## src/rtl/hdmi_video_sequencer.sv

```systemverilog
// Raster timing and TMDS lane control for an HDMI/DVI transmitter.
// Define HDMI_CONTROL_PERIOD_EN for video preamble and guard-band sequencing; plain DVI otherwise.
module hdmi_video_sequencer #(
  parameter int unsigned H_ACTIVE  = 640,
  parameter int unsigned H_FP      = 16,
  parameter int unsigned H_SYNC    = 96,
  parameter int unsigned H_BP      = 48,
  parameter int unsigned V_ACTIVE  = 480,
  parameter int unsigned V_FP      = 10,
  parameter int unsigned V_SYNC    = 2,
  parameter int unsigned V_BP      = 33,
  parameter logic        HSYNC_POL = 1'b0,
  parameter logic        VSYNC_POL = 1'b0
) (
  input  logic       clk,
  input  logic       reset,
  input  logic       enable,
  output logic       pixel_req,
  output logic [9:0] x,
  output logic [9:0] y,
  output logic       frame_start,
  output logic       de,
  output logic [1:0] ch0_c,
  output logic [1:0] ch1_c,
  output logic [1:0] ch2_c,
  output logic       guard_band
);

  localparam int unsigned H_TOTAL = H_ACTIVE + H_FP + H_SYNC + H_BP;
  localparam int unsigned V_TOTAL = V_ACTIVE + V_FP + V_SYNC + V_BP;

  localparam logic [9:0] H_ACT    = 10'(H_ACTIVE);
  localparam logic [9:0] H_SYNC_S = 10'(H_ACTIVE + H_FP);
  localparam logic [9:0] H_SYNC_E = 10'(H_ACTIVE + H_FP + H_SYNC - 1);
  localparam logic [9:0] H_LAST   = 10'(H_TOTAL - 1);
  localparam logic [9:0] H_PRE_S  = 10'(H_TOTAL - 10);
  localparam logic [9:0] H_GRD_S  = 10'(H_TOTAL - 2);
  localparam logic [9:0] V_ACT    = 10'(V_ACTIVE);
  localparam logic [9:0] V_ACT_M1 = 10'(V_ACTIVE - 1);
  localparam logic [9:0] V_SYNC_S = 10'(V_ACTIVE + V_FP);
  localparam logic [9:0] V_SYNC_E = 10'(V_ACTIVE + V_FP + V_SYNC - 1);
  localparam logic [9:0] V_LAST   = 10'(V_TOTAL - 1);

  localparam logic [1:0] CH0_IDLE = {~VSYNC_POL, ~HSYNC_POL};

  typedef enum logic [1:0] {
    ST_CTRL,
    ST_PREAMBLE,
    ST_GUARD,
    ST_ACTIVE
  } px_state_e;

  logic [9:0] h_cnt_q, h_cnt_d;
  logic [9:0] v_cnt_q, v_cnt_d;
  logic       de_q, de_d;
  logic       guard_q, guard_d;
  logic [1:0] ch0_q, ch0_d;
  logic [1:0] ch1_q, ch1_d;
  logic [1:0] ch2_q, ch2_d;

  logic       hsync, vsync;
  logic       next_active;
  px_state_e  px_state;

  assign pixel_req   = (h_cnt_q < H_ACT) & (v_cnt_q < V_ACT) & enable;
  assign frame_start = (h_cnt_q == '0) & (v_cnt_q == '0) & enable;
  assign x           = h_cnt_q;
  assign y           = v_cnt_q;

  assign hsync = ((h_cnt_q >= H_SYNC_S) && (h_cnt_q <= H_SYNC_E)) ? HSYNC_POL : ~HSYNC_POL;
  assign vsync = ((v_cnt_q >= V_SYNC_S) && (v_cnt_q <= V_SYNC_E)) ? VSYNC_POL : ~VSYNC_POL;

  // The last line of the frame precedes line 0, so it carries the control period too.
  assign next_active = (v_cnt_q == V_LAST) | (v_cnt_q < V_ACT_M1);

  always_comb begin
    px_state = ST_CTRL;
    if (pixel_req) begin
      px_state = ST_ACTIVE;
`ifdef HDMI_CONTROL_PERIOD_EN
    end else if (next_active && (h_cnt_q >= H_GRD_S)) begin
      px_state = ST_GUARD;
    end else if (next_active && (h_cnt_q >= H_PRE_S)) begin
      px_state = ST_PREAMBLE;
`endif
    end
  end

  always_comb begin
    h_cnt_d = '0;
    v_cnt_d = '0;
    de_d    = 1'b0;
    guard_d = 1'b0;
    ch0_d   = CH0_IDLE;
    ch1_d   = '0;
    ch2_d   = '0;
    if (enable) begin
      if (h_cnt_q == H_LAST) begin
        h_cnt_d = '0;
        v_cnt_d = (v_cnt_q == V_LAST) ? '0 : v_cnt_q + 10'd1;
      end else begin
        h_cnt_d = h_cnt_q + 10'd1;
        v_cnt_d = v_cnt_q;
      end
      ch0_d = {vsync, hsync};
      unique case (px_state)
        ST_ACTIVE:   de_d    = 1'b1;
        ST_PREAMBLE: ch1_d   = 2'b01;
        ST_GUARD:    guard_d = 1'b1;
        default:     ;
      endcase
    end
  end

  always_ff @(posedge clk or posedge reset) begin
    if (reset) begin
      h_cnt_q <= '0;
      v_cnt_q <= '0;
      de_q    <= 1'b0;
      guard_q <= 1'b0;
      ch0_q   <= CH0_IDLE;
      ch1_q   <= '0;
      ch2_q   <= '0;
    end else begin
      h_cnt_q <= h_cnt_d;
      v_cnt_q <= v_cnt_d;
      de_q    <= de_d;
      guard_q <= guard_d;
      ch0_q   <= ch0_d;
      ch1_q   <= ch1_d;
      ch2_q   <= ch2_d;
    end
  end

  assign de         = de_q;
  assign guard_band = guard_q;
  assign ch0_c      = ch0_q;
  assign ch1_c      = ch1_q;
  assign ch2_c      = ch2_q;

endmodule

```

## config.mk

```make
export PLATFORM = sky130hd
export DESIGN_NAME = hdmi_video_sequencer
export DESIGN_NICKNAME = d
export VERILOG_FILES = /design/src/rtl/hdmi_video_sequencer.sv
export SDC_FILE = /design/constraint.sdc
export NUM_CORES = 1
export LEC_CHECK = 0
export BUFFER_PORTS_ARGS = -buffer_cell sky130_fd_sc_hd__buf_2
export CELL_PAD_IN_SITES_DETAIL_PLACEMENT = 1
export CELL_PAD_IN_SITES_GLOBAL_PLACEMENT = 1
export CORE_MARGIN = 2
export CORE_UTILIZATION = 39
export CTS_CLUSTER_SIZE = 12
export DETAILED_ROUTE_END_ITERATION = 8
export PLACE_DENSITY_LB_ADDON = 0.1
export SYNTH_ARGS = -nofsm -noshare
export SYNTH_HDL_FRONTEND = slang
export SYNTH_SLANG_ARGS = --single-unit
```

## constraint.sdc

```tcl
create_clock -name clk -period 2 [get_ports clk]
set_input_delay 0.2 -clock clk [delete_from_list [all_inputs] [get_ports clk]]
set_output_delay 0.2 -clock clk [all_outputs]
set_load 0.02 [all_outputs]
```

==> impl_results.md <==
- Met3 Usage GRT: 0.0269
- Die area: ~3800 sq um
- Core Util, Final: 0.521
- Worst setup path end: frame_start
- Crit Path Category: reg -> out
- Met2 GRT Util: 0.314
- Run status: finished clean
- Total Power: 0.000913 W
- Worst hold margin: 0.196 ns
- Post-synth EDFFs: 0
- CP max FO: 3
- Non-filler cells, final: approximately 230
- R2r startpoint: x[1]
- Setup tns final: 0 ns
- N_diodes: 0
- First-pass GRT wire length: 5.87 mm
- Reg2reg path depth: 6
- Setup violators final: 0
- Clk buf depth: 2
- Starting Density: 0.400
- Drt drc: 0
- Leakage power: 0.811 nW
- GR peak layer: met2
- First drt pass iteration count: 4
- Netlist cell types: 37
- Count leader, synth: dfrtp_1
- Worst setup SP type: flop
- DP Cell Count: about 220
- Max Cap Viol: 0
- Area grow syn2layout: 30.2%
- Synth Cell Area: 1310 sq um
- Post-synth top cells: 21 x dfrtp_1, 20 x nand3_1, 12 x nor2_1, 9 x inv_1, 8 x nand2_1
- Vias in the first global route: 1,171
- Fmax: 506 MHz
- Final nets: 195
- Cell Rows: 21
- Core ar.: ~3300 sq um
- FF-to-FF setup slack: 0.13 ns
- RSZ-0062 raised after global routing: yes
- Clock Latency Late Sink: around 0.32 ns
- Largest cells by area after synthesis: dfrtp_1 40%, nand3_1 7.6%, dfstp_2 4.0%
- IO Count: 33
- Final ANT Viol Nets: 0
- I/O Buffers: 27
- CTS clk-pin slew, worst paths: 0.13 ns
- Average instance area after synthesis: ~9.5 sq um
- Worst EP arrival: 1.78 ns
- Avg WL per Cell: ~17 microns
- Critical Path End Type: output pin
- Flop and latch count out of synthesis: 23
- Final-layout fill cell count: 401
- Crit path launch: x[7]
- Largest area contributor in the netlist: dfrtp_1
- Pwr per Cell Area: 534 nW/um^2
- Largest net degree at the start of global routing: 24
- Hold WC Path Type: in -> reg
- Initial antenna violation count: 0
- Die Wd: 62.0 microns
- Post-synthesis cell count: ~140
- Final Critical Period: between 1.5 and 2 ns
- Ratio of cells with drive above 1 in the final layout: 0.342
- Setup Skew: approximately 0.013 ns
- Max-slew violation count: 0
- Endpoints failing hold: 0
- FFs w/ async S/R, synth: 1.00
- Grt total ovfl: 0
- Tot GR Track Use: 0.210
- Synthesis warning total: 0
- GPL Wtd Cong: ~0.75
- Met1 global-route usage: 0.310
- Post-route clock period utilization: 0.988
- Post-synth top area share: 0.400
- Number of clock sinks: 23
- Via/cell ratio: 5.33
- Root buffer cell: clkbuf_4
- Vias post-DR: 1,242
- TritonCTS clock tree: yes
- Drt total wl: 3.92 mm
- Initial DRC count: 37
- Register area share after synthesis: 0.440
- Die height: 62.0 microns
- CTS buffer count: 3
- CP required: between 1.5 and 2 ns
- Synth Flop Type: dfrtp_1
- Reg2reg end: y[8]
- Peak supply drop: 0.000285 V
- H-tree levels: 1
- Detail Placement HPWL: 2.62 mm
## how the worst min path moves through the flow
stage | start | end | cells past startpoint
2_1_floorplan | reset | de | 1
3_3_place_gp | reset | x[8] | 3
3_5_place_dp | reset | x[9] | 3
4_1_cts | enable | x[1] | 2
5_1_grt | enable | x[1] | 2
6_report | enable | x[1] | 2
## final cells by class
class | instances | area [sq um] | area share
multi-input cells | 102 | 703 | 0.411
flip-flops and latches | 23 | 581 | 0.339
repair buffers | 49 | 309 | 0.181
well taps | 46 | 57.6 | 0.0337
inverters | 9 | 33.8 | 0.0198
clock buffers | 4 | 26.3 | 0.0154
## metal layers
metal,wire (microns),vias to the layer above
li1,-,588
met4,21,0
met1,1850,628
met3,115,2
met2,1930,24
met5,0,-
## logic make-up (layout without fill, tap and decap cells)
group                      count (synthesis)  after routing  synth area share
adders and majority gates                  4              4            0.0381
buffers and inverters                     18             62            0.0676
AOI/OAI and AO/OA                         13             13            0.0829
muxes                                      1              1           0.00857
xor gates and xnor gates                   8              8            0.0533
other                                      1              5           0.00285
DFF                                       23             23             0.440
and+or+nand+nor                           71             71             0.307
## worst max-delay path, stage by stage, from the launching register on
cell     delay (ns)
dfrtp_1        0.42
buf_6          0.13
or4_4          0.54
nor4_4         0.20
buf_4          0.17
## cells in the final DEF, fill, tap and decap left out, drive strengths merged, types with 2 or more instances in the layout
cell / count
buf: 48
nor2b: 2
nand3: 21
conb: 5
nand4: 4
dfrtp: 21
o211ai: 3
xor2: 2
or4: 3
xnor2: 6
and4: 3
clkbuf: 4
nand2: 8
nor4b: 2
nor2: 12
ha: 4
nor3: 4
inv: 9
nor4: 3
or3: 2
and3: 4
dfstp: 2
o31ai: 4
## sequential cells by signal, indices dropped and copies added (netlist names)
name,cells
x,10
de,1
ch0_c,2
y,10
## repair_timing
item | CTS | global route
resized for setup | 2 | 8
endpoints found under the setup margin | 1 | 3
pin swaps | 0 | 1
endpoints found under the hold margin | 21 | 0
setup buffers | 7 | 4
hold buffers | 1 | 0
## per-stage QoR
step / setup slack, ns / instance area [sq um]
detailed placement: 0.0687 / 1550
finish: 0.0232 / 1710
floorplan: 0.137 / 1340
global placement: 0.231 / 1550
global route: -0.0794 / 1710
CTS: 0.00307 / 1640
## where the power goes
part           switching (W)  total [W]  internal [W]
sequential         0.0000234   0.000506      0.000483
clock               0.000151   0.000229     0.0000780
combinational       0.000109   0.000178     0.0000694
Power figures use the tool's default switching activity.
